File: config.mk
export PLATFORM = sky130hd
export DESIGN_NAME = ac_motor_phase_gen
export DESIGN_NICKNAME = d
export VERILOG_FILES = /design/src/rtl/ac_motor_phase_gen.sv
export SDC_FILE = /design/constraint.sdc
export NUM_CORES = 1
export LEC_CHECK = 0
export BUFFER_PORTS_ARGS = -buffer_cell sky130_fd_sc_hd__buf_2
export CAP_MARGIN = 25
export CORE_ASPECT_RATIO = 1.25
export CORE_MARGIN = 5
export CORE_UTILIZATION = 30
export DETAILED_ROUTE_END_ITERATION = 7
export PLACE_DENSITY = 0.6
export SYNTH_ARGS = -nofsm -noshare
export SYNTH_HDL_FRONTEND = slang
export SYNTH_SLANG_ARGS = --single-unit
File: constraint.sdc
create_clock -name i_clk -period 2.85 [get_ports i_clk]
set_clock_uncertainty 0.05 [all_clocks]
set_input_delay 0.1425 -clock i_clk [delete_from_list [all_inputs] [get_ports i_clk]]
set_output_delay 0.1425 -clock i_clk [all_outputs]
set_load 0.05 [all_outputs]
File: src/rtl/ac_motor_phase_gen.sv
// ---------------------------------------------------------------------------
// ac_motor_phase_gen
//
// Six-step three-phase square-wave generator. While running, it walks a
// 0..5 commutation step index; each step lasts L clock cycles, and the
// three phase outputs follow a fixed six-entry table. S1 leads S2 by
// 120 degrees, and S2 leads S3 by 120 degrees.
//
// Optional feature (compile-time macro AC_MOTOR_RAMP_EN):
//   Soft-start ramp. The first step lasts max(RAMP_START, STEP_DIV) cycles.
//   Each later step is RAMP_DEC cycles shorter, down to STEP_DIV. With the
//   macro undefined, L = STEP_DIV from the first step and no ramp logic
//   exists.
//
// Handshake / timing contract:
//   There is no valid/ready pair. i_en is a level request. i_step_div is
//   sampled only on RUN entry and at step boundaries. o_step_stb pulses for
//   one cycle whenever a new step pattern first appears on o_s1..o_s3.
//
// Ports:
//   i_clk        system clock (rising edge)
//   i_rst_n      asynchronous active-low reset
//   i_en         run request (1 = run, 0 = stop -> IDLE)
//   i_step_div   target step length in clock cycles (0 and 1 both mean 1)
//   o_s1..o_s3   registered phase outputs
//   o_step_idx   current commutation step 0..5
//   o_step_stb   one-cycle pulse on each new step
//   o_running    high while in RUN
//   o_dbg_state  raw FSM state register, for debug and checkers
// ---------------------------------------------------------------------------
module ac_motor_phase_gen #(
  parameter int DIV_WIDTH  = 16,
  parameter int RAMP_START = 1000,
  parameter int RAMP_DEC   = 10
) (
  input  logic                 i_clk,
  input  logic                 i_rst_n,
  input  logic                 i_en,
  input  logic [DIV_WIDTH-1:0] i_step_div,
  output logic                 o_s1,
  output logic                 o_s2,
  output logic                 o_s3,
  output logic [2:0]           o_step_idx,
  output logic                 o_step_stb,
  output logic                 o_running,
  output logic                 o_dbg_state
);

  typedef enum logic {
    ST_IDLE = 1'b0,
    ST_RUN  = 1'b1
  } state_t;

  state_t               r_state, w_state_nxt;
  logic [DIV_WIDTH-1:0] r_cnt, w_cnt_nxt;
  logic [DIV_WIDTH-1:0] r_len, w_len_nxt;
  logic [2:0]           r_idx, w_idx_nxt;
  logic [2:0]           r_pat, w_pat_nxt;
  logic                 r_stb, w_stb_nxt;

  logic [DIV_WIDTH-1:0] w_div_eff;
  logic [DIV_WIDTH-1:0] w_len_first;
  logic [DIV_WIDTH-1:0] w_len_step;
  logic [2:0]           w_idx_adv;
  logic                 w_boundary;

  // {S1,S2,S3} for each commutation step.
  function automatic logic [2:0] step_pattern(input logic [2:0] idx);
    logic [2:0] pat;
    case (idx)
      3'd0:    pat = 3'b101;
      3'd1:    pat = 3'b100;
      3'd2:    pat = 3'b110;
      3'd3:    pat = 3'b010;
      3'd4:    pat = 3'b011;
      3'd5:    pat = 3'b001;
      default: pat = 3'b000;
    endcase
    return pat;
  endfunction

  // A step of 0 cycles is meaningless, so 0 is treated as 1.
  assign w_div_eff = (i_step_div < DIV_WIDTH'(2)) ? DIV_WIDTH'(1) : i_step_div;

`ifdef AC_MOTOR_RAMP_EN
  localparam logic [DIV_WIDTH-1:0] RAMP_START_W = DIV_WIDTH'(RAMP_START);
  localparam logic [DIV_WIDTH-1:0] RAMP_DEC_W   = DIV_WIDTH'(RAMP_DEC);

  logic [DIV_WIDTH-1:0] w_len_dec;

  assign w_len_first = (RAMP_START_W > w_div_eff) ? RAMP_START_W : w_div_eff;
  // Saturate at zero before the max: a short L must never underflow to a
  // huge step length. A target above the current L wins at once through the
  // same max, so there is no deceleration ramp.
  assign w_len_dec   = (r_len > RAMP_DEC_W) ? (r_len - RAMP_DEC_W) : '0;
  assign w_len_step  = (w_len_dec > w_div_eff) ? w_len_dec : w_div_eff;
`else
  logic w_unused_ramp;

  assign w_len_first   = w_div_eff;
  assign w_len_step    = w_div_eff;
  // The ramp parameters have no effect in this build.
  assign w_unused_ramp = ^{RAMP_START, RAMP_DEC};
`endif

  // r_len is always >= 1 in RUN, so the counter stops at L-1 and never wraps.
  assign w_boundary = (r_cnt == (r_len - DIV_WIDTH'(1)));
  assign w_idx_adv  = (r_idx == 3'd5) ? 3'd0 : (r_idx + 3'd1);

  always_comb begin
    w_state_nxt = r_state;
    w_cnt_nxt   = r_cnt;
    w_len_nxt   = r_len;
    w_idx_nxt   = r_idx;
    w_pat_nxt   = r_pat;
    w_stb_nxt   = 1'b0;

    case (r_state)
      ST_IDLE: begin
        if (i_en) begin
          w_state_nxt = ST_RUN;
          w_cnt_nxt   = '0;
          w_len_nxt   = w_len_first;
          w_idx_nxt   = 3'd0;
          w_pat_nxt   = step_pattern(3'd0);
          w_stb_nxt   = 1'b1;
        end else begin
          w_cnt_nxt = '0;
          w_len_nxt = '0;
          w_idx_nxt = 3'd0;
          w_pat_nxt = 3'b000;
        end
      end
      ST_RUN: begin
        if (!i_en) begin
          // Stopping discards the step position. The next start begins at step 0.
          w_state_nxt = ST_IDLE;
          w_cnt_nxt   = '0;
          w_len_nxt   = '0;
          w_idx_nxt   = 3'd0;
          w_pat_nxt   = 3'b000;
        end else if (w_boundary) begin
          w_cnt_nxt = '0;
          w_len_nxt = w_len_step;
          w_idx_nxt = w_idx_adv;
          w_pat_nxt = step_pattern(w_idx_adv);
          w_stb_nxt = 1'b1;
        end else begin
          w_cnt_nxt = r_cnt + DIV_WIDTH'(1);
        end
      end
      default: begin
        w_state_nxt = ST_IDLE;
        w_cnt_nxt   = '0;
        w_len_nxt   = '0;
        w_idx_nxt   = 3'd0;
        w_pat_nxt   = 3'b000;
      end
    endcase
  end

  always_ff @(posedge i_clk or negedge i_rst_n) begin
    if (!i_rst_n) begin
      r_state <= ST_IDLE;
      r_cnt   <= '0;
      r_len   <= '0;
      r_idx   <= 3'd0;
      r_pat   <= 3'b000;
      r_stb   <= 1'b0;
    end else begin
      r_state <= w_state_nxt;
      r_cnt   <= w_cnt_nxt;
      r_len   <= w_len_nxt;
      r_idx   <= w_idx_nxt;
      r_pat   <= w_pat_nxt;
      r_stb   <= w_stb_nxt;
    end
  end

  assign o_s1        = r_pat[2];
  assign o_s2        = r_pat[1];
  assign o_s3        = r_pat[0];
  assign o_step_idx  = r_idx;
  assign o_step_stb  = r_stb;
  assign o_running   = (r_state == ST_RUN);
  assign o_dbg_state = r_state;

endmodule

== After elaboration in Yosys (flattened, before gate mapping) ==
Index checks and enable logic that the tools add are counted.
Operators by class
  add/sub/neg operators: 3
  multiply operators: 0
  div/mod/pow operators: 0
  $lt $le $gt $ge: 1
  eq/ne operators: 8
  shift-type cells: 0
  muxes and demuxes: 21
  bitwise operators: 1
  reduce and logical (&&, ||, !) cells: 1
Operators with widths (number)
  16-bit 2-to-1 mux: 6
  16-bit case mux with 2 select lines: 2
  3-bit 2-to-1 mux: 6
  3-bit case mux with 6 select lines: 1
  16-bit by 1-bit adder with 16-bit output (second input constant): 1
  16-bit equality test: 1
  16-bit by 2-bit < comparator with 1-bit output (second input constant): 1
  16-bit by 1-bit subtractor with 16-bit output (second input constant): 1
  3-bit case mux with 2 select lines: 2
  3-bit equality test (second input constant): 3
  3-bit by 2-bit equality test with 1-bit output (second input constant): 2
  3-bit by 1-bit adder with 3-bit output (second input constant): 1
  3-bit by 1-bit equality test with 1-bit output (second input constant): 1
  3-bit zero test: 1
  1-bit 2-to-1 mux: 3
  3-bit by 2-bit != test with 1-bit output (second input constant): 1
  1-bit case mux with 2 select lines: 1
  1-bit NOT: 1
Storage, ports and cells
  register bits: 40
  latch bits: 0
  memory bits (writable): 0
  memory bits (read-only): 0
  output and inout port bits: 9
  memories: 0

== Depth between registers and ports, before layout ==
  word-level depth: 7
  gate-level depth with buffers: 13
  depth with buffers taken out: 9

== Least setup slack after synthesis ==
No wires, ideal clock.
  path type: register -> register
  start point: register r_len[0]
  end point: register r_len[0]
  setup time: 0.079 ns
  data arrival time: 2.628 ns
  slack: 0.093 ns
  cell stages (with the launch flop): 14
  path buffers: 4
  period minus slack after synthesis: 2.757 ns
  path through: dfrtp_1 > buf_6 > inv_1 > ha_1 > buf_2 > nor3b_2 > nand4_1 > mux2_2 > a221oi_1 > and4b_1 > buf_4 > a21o_4 > buf_12 > mux2i_1
Between the ends
  longest elaborated chain between the ends: 3
RTL lines
  from (decl): RTL line 56  | logic [DIV_WIDTH-1:0] r_len, w_len_nxt;
  from (signal assigned): RTL line 173  | r_len <= w_len_nxt;
  16-bit by 1-bit subtractor with 16-bit output: RTL line 107  | assign w_boundary = (r_cnt == (r_len - DIV_WIDTH'(1)));
  16-bit equality test: RTL line 107
  3-bit by 2-bit != test with 1-bit output (no source line)
Every way passes these cells.
A chain may end at the register's enable or synchronous reset.

== Final worst setup path ==
  start point: register r_len[4]
  end point: register r_cnt[1]
Between the ends
  longest elaborated chain between the ends: 5
RTL lines
  16-bit by 1-bit subtractor with 16-bit output: RTL line 107
  16-bit equality test: RTL line 107
  16-bit 2-to-1 mux: RTL line 142  | end else if (w_boundary) begin
  16-bit 2-to-1 mux: RTL line 135  | if (!i_en) begin
  16-bit case mux with 2 select lines: RTL line 118  | case (r_state)
  net w_cnt_nxt[1]: RTL line 55  | logic [DIV_WIDTH-1:0] r_cnt, w_cnt_nxt;
  to (signal assigned): RTL line 172  | r_cnt <= w_cnt_nxt;
  to (decl): RTL line 55
The timed path passes the listed nets, and every way through them passes these cells.

==> out/qor.csv <==
metric;value;unit
synthesis.area_per_instance;9.40;µm²
grt_first_pass_wirelength;10200;µm
dpl_worst_slack;53.2;ps
htree_num_levels;2;
timing.final.max_slew_violations;0;
p_leak;1.41;nW
ctsResizeCount;0;
tns;0;ps
critical_path_required;2980;ps
ys_dominant_reg_cell;sky130_fd_sc_hd__dfrtp_1;
synth_enable_flop_cells;0;
routed-wl-met2;3440;µm
antenna_found_initial;0;
synthesis.instances;272;
final_cell_mix;sky130_fd_sc_hd__dfrtp_1 (40), sky130_fd_sc_hd__nand2_1 (30), sky130_fd_sc_hd__buf_2 (27);
yosys.cell_types.count;54;
final_estimated_routing_congestion_in_global_placement;0.830;
hold_path_class;primary input to flop;
die_w;92.6;µm
coreArea;8290;µm²
power.density_cell_area;436;nW/µm²
chipHeight;113;µm
postLayoutSetupSlackWorst;179;ps
utilization;36.2;%
fin_hold_ws;48.6;ps
synthToLayoutAreaGrowth;17.4;%
post-layout-total-power;1.31;mW
tritoncts.num_buffers;5;
clock_sinks;40;
antenna_cells_inserted;0;
route.final.wire_length;6190;µm
synth.net_count;293;
timing_worst_slew_pin_value;634;ps
cts.root.buffer_cell;sky130_fd_sc_hd__clkbuf_8;
cp-end-kind;flop;
synth-async-reset-ratio;100;%
critical_path.startpoint_type;flop;
grt_overflow_total;0;
cts.clk_slew.worst_paths;90;ps
first_iter_violations;99;
synth_sequential_area_ratio;39.2;%
final_net_count;334;
io_buffers;27;
global_route_usage_over_all_layers;12.1;%
hold_viol_final;0;
syn_area;2560;µm²
route.vias.total;2094;
drc;0;
crit_buf_inv;1;
timing.final.setup_violations;0;
vias_in_the_first_global_route;2146;
floorplan.die_area;10500;µm²
max_slew_margin;57.3;%
worstSkewPairLatency;300;ps
final.fill_count;839;
maxCapViolCount;0;
vdd_ir_drop_max;0.000175;V
cts_tree;done;
detailedRoute.firstPassIterationCount;4;
fmax;0.374;GHz
avgRoutedWirePerCell;15.1;µm
crit_path_max_fanout;6;
maximum_number_of_pins_on_one_net_before_global_route_repair;41;
antenna_left;0;
finalCritPeriodShare;93.7;%
rsz0062_at_grt;false;
row_count;37;
worst_ep_arrival_time;2800;ps
top_level_ports;28;
via_per_inst;5.09;
top_layer_used;met4;
floorplan.initialDensity;30.8;%
period_needed;2670;ps
cp_top_family;simple AND/OR/NAND/NOR gates;
met3WireLength;108;µm
ys.warnings.count;0;
cpPeakStageDelay;450;ps
run_status;complete, no violations;
fraction_of_layout_cells_with_a_size_suffix_above_1;19.1;%
worst_path_max_delay_cell;sky130_fd_sc_hd__nor4_4;
mostFrequentLayoutCell;sky130_fd_sc_hd__dfrtp_1;
timing.setup.critical_path_class;flop to flop;
wl_met1;2550;µm
place.detailed.hpwl;4570;µm
ys_ff_latch;40;
ctsLongestPathBuffers;2;
cp_cell_sequence;nor4_4, nand4_1, mux2_2, a221oi_1, and4b_1, buf_4, nand2_1, and3_1;
## synth_stat cells, types with 2 or more instances
cell                       number  area (µm²)
sky130_fd_sc_hd__a21boi_0       2        15.0
sky130_fd_sc_hd__a221oi_1       2        17.5
sky130_fd_sc_hd__a31oi_1        2        12.5
sky130_fd_sc_hd__and2_1         2        12.5
sky130_fd_sc_hd__and3_1         5        31.3
sky130_fd_sc_hd__and4_1         4        35.0
sky130_fd_sc_hd__buf_4          3        22.5
sky130_fd_sc_hd__clkbuf_1       4        15.0
sky130_fd_sc_hd__dfrtp_1       40        1000
sky130_fd_sc_hd__ha_1           2        25.0
sky130_fd_sc_hd__inv_1         17        63.8
sky130_fd_sc_hd__mux2i_1       24         240
sky130_fd_sc_hd__nand2_1       30         113
sky130_fd_sc_hd__nand2b_1       6        37.5
sky130_fd_sc_hd__nand3_1       11        55.1
sky130_fd_sc_hd__nand4_1        4        25.0
sky130_fd_sc_hd__nor2_1        26        97.6
sky130_fd_sc_hd__nor2b_1        2        12.5
sky130_fd_sc_hd__nor3_1         9        45.0
sky130_fd_sc_hd__nor4_1         4        25.0
sky130_fd_sc_hd__nor4_4         2        42.5
sky130_fd_sc_hd__o21ai_0        5        25.0
sky130_fd_sc_hd__or3_1          4        25.0
sky130_fd_sc_hd__xnor2_1       17         149
sky130_fd_sc_hd__xor2_1        16         140
## final timing paths
path,start,end,slack (ps),depth (start not counted)
min,i_step_div[12],r_len[12]$_DFFE_PN0P_,50,3
max reg2reg,r_len[4]$_DFFE_PN0P_,r_cnt[1]$_DFF_PN0_,180,8
min reg2reg,r_pat[1]$_DFFE_PN0P_,r_pat[1]$_DFFE_PN0P_,490,2
max,r_len[4]$_DFFE_PN0P_,r_cnt[1]$_DFF_PN0_,180,8
min in group asynchronous,i_rst_n,r_len[7]$_DFFE_PN0P_,300,3
max in group asynchronous,i_rst_n,r_cnt[1]$_DFF_PN0_,2250,3
## state kept, by name, summed over array words and instances, names as in the netlist
name	count
o_dbg_state	1
r_len	16
r_pat	3
o_step_idx	3
r_cnt	16
o_step_stb	1
## kinds of logic (layout without fill, tap and decap cells)
kind of cell / count (synthesis) / in the layout / share of synthesized area, %
mux: 25 / 25 / 9.84
compound gates: 26 / 27 / 7.98
simple gates: 117 / 117 / 24.6
flops: 40 / 40 / 39.2
fa+ha+maj: 2 / 2 / 0.979
xor+xnor: 33 / 33 / 11.3
buf+inv: 29 / 70 / 6.17
## where the power goes
| group | leakage, nW | switching (mW) | internal, mW |
|---|---|---|---|
| Combinational | 0.828 | 0.153 | 0.123 |
| Clock | 0.0434 | 0.214 | 0.196 |
| Sequential | 0.535 | 0.0314 | 0.590 |
## metal layers
layer | global-route usage [%] | vias up
met1 | 13.4 | 1048
met3 | 1.93 | 7
met4 | 3.77 | 0
li1 | - | 1023
met2 | 23.1 | 16
met5 | 0 | -
## area by class of cell
class                           instances  area [µm²]  area share, %
Tap cell                               97         121           4.05
Clock buffer                            6        82.6           2.75
Timing Repair Buffer                   45         310           10.3
Inverter                               17        63.8           2.13
Clock inverter                          2        15.0          0.500
Multi-Input combinational cell        204        1410           46.9
Sequential cell                        40        1000           33.4
## worst reg2reg max path: stages (launching register included)
cell and delay (ps):
sky130_fd_sc_hd__dfrtp_1 440, sky130_fd_sc_hd__nor4_4 450, sky130_fd_sc_hd__nand4_1 150, sky130_fd_sc_hd__mux2_2 300, sky130_fd_sc_hd__a221oi_1 290, sky130_fd_sc_hd__and4b_1 340
sky130_fd_sc_hd__buf_4 180, sky130_fd_sc_hd__nand2_1 130, sky130_fd_sc_hd__and3_1 210
## metrics by stage
step / std cells / cell area, µm²
detailed placement: 398 / 2820
global placement: 398 / 2820
floorplan: 272 / 2560
CTS: 407 / 2930
finish: 411 / 3000
global route: 411 / 3000
## timing repair
action                                 CTS  global route
setup endpoints to repair                0            16
hold buffers                             1             0
buffers inserted                         0             2
endpoints found under the hold margin   40             0
(Power assumes the default switching activity.)
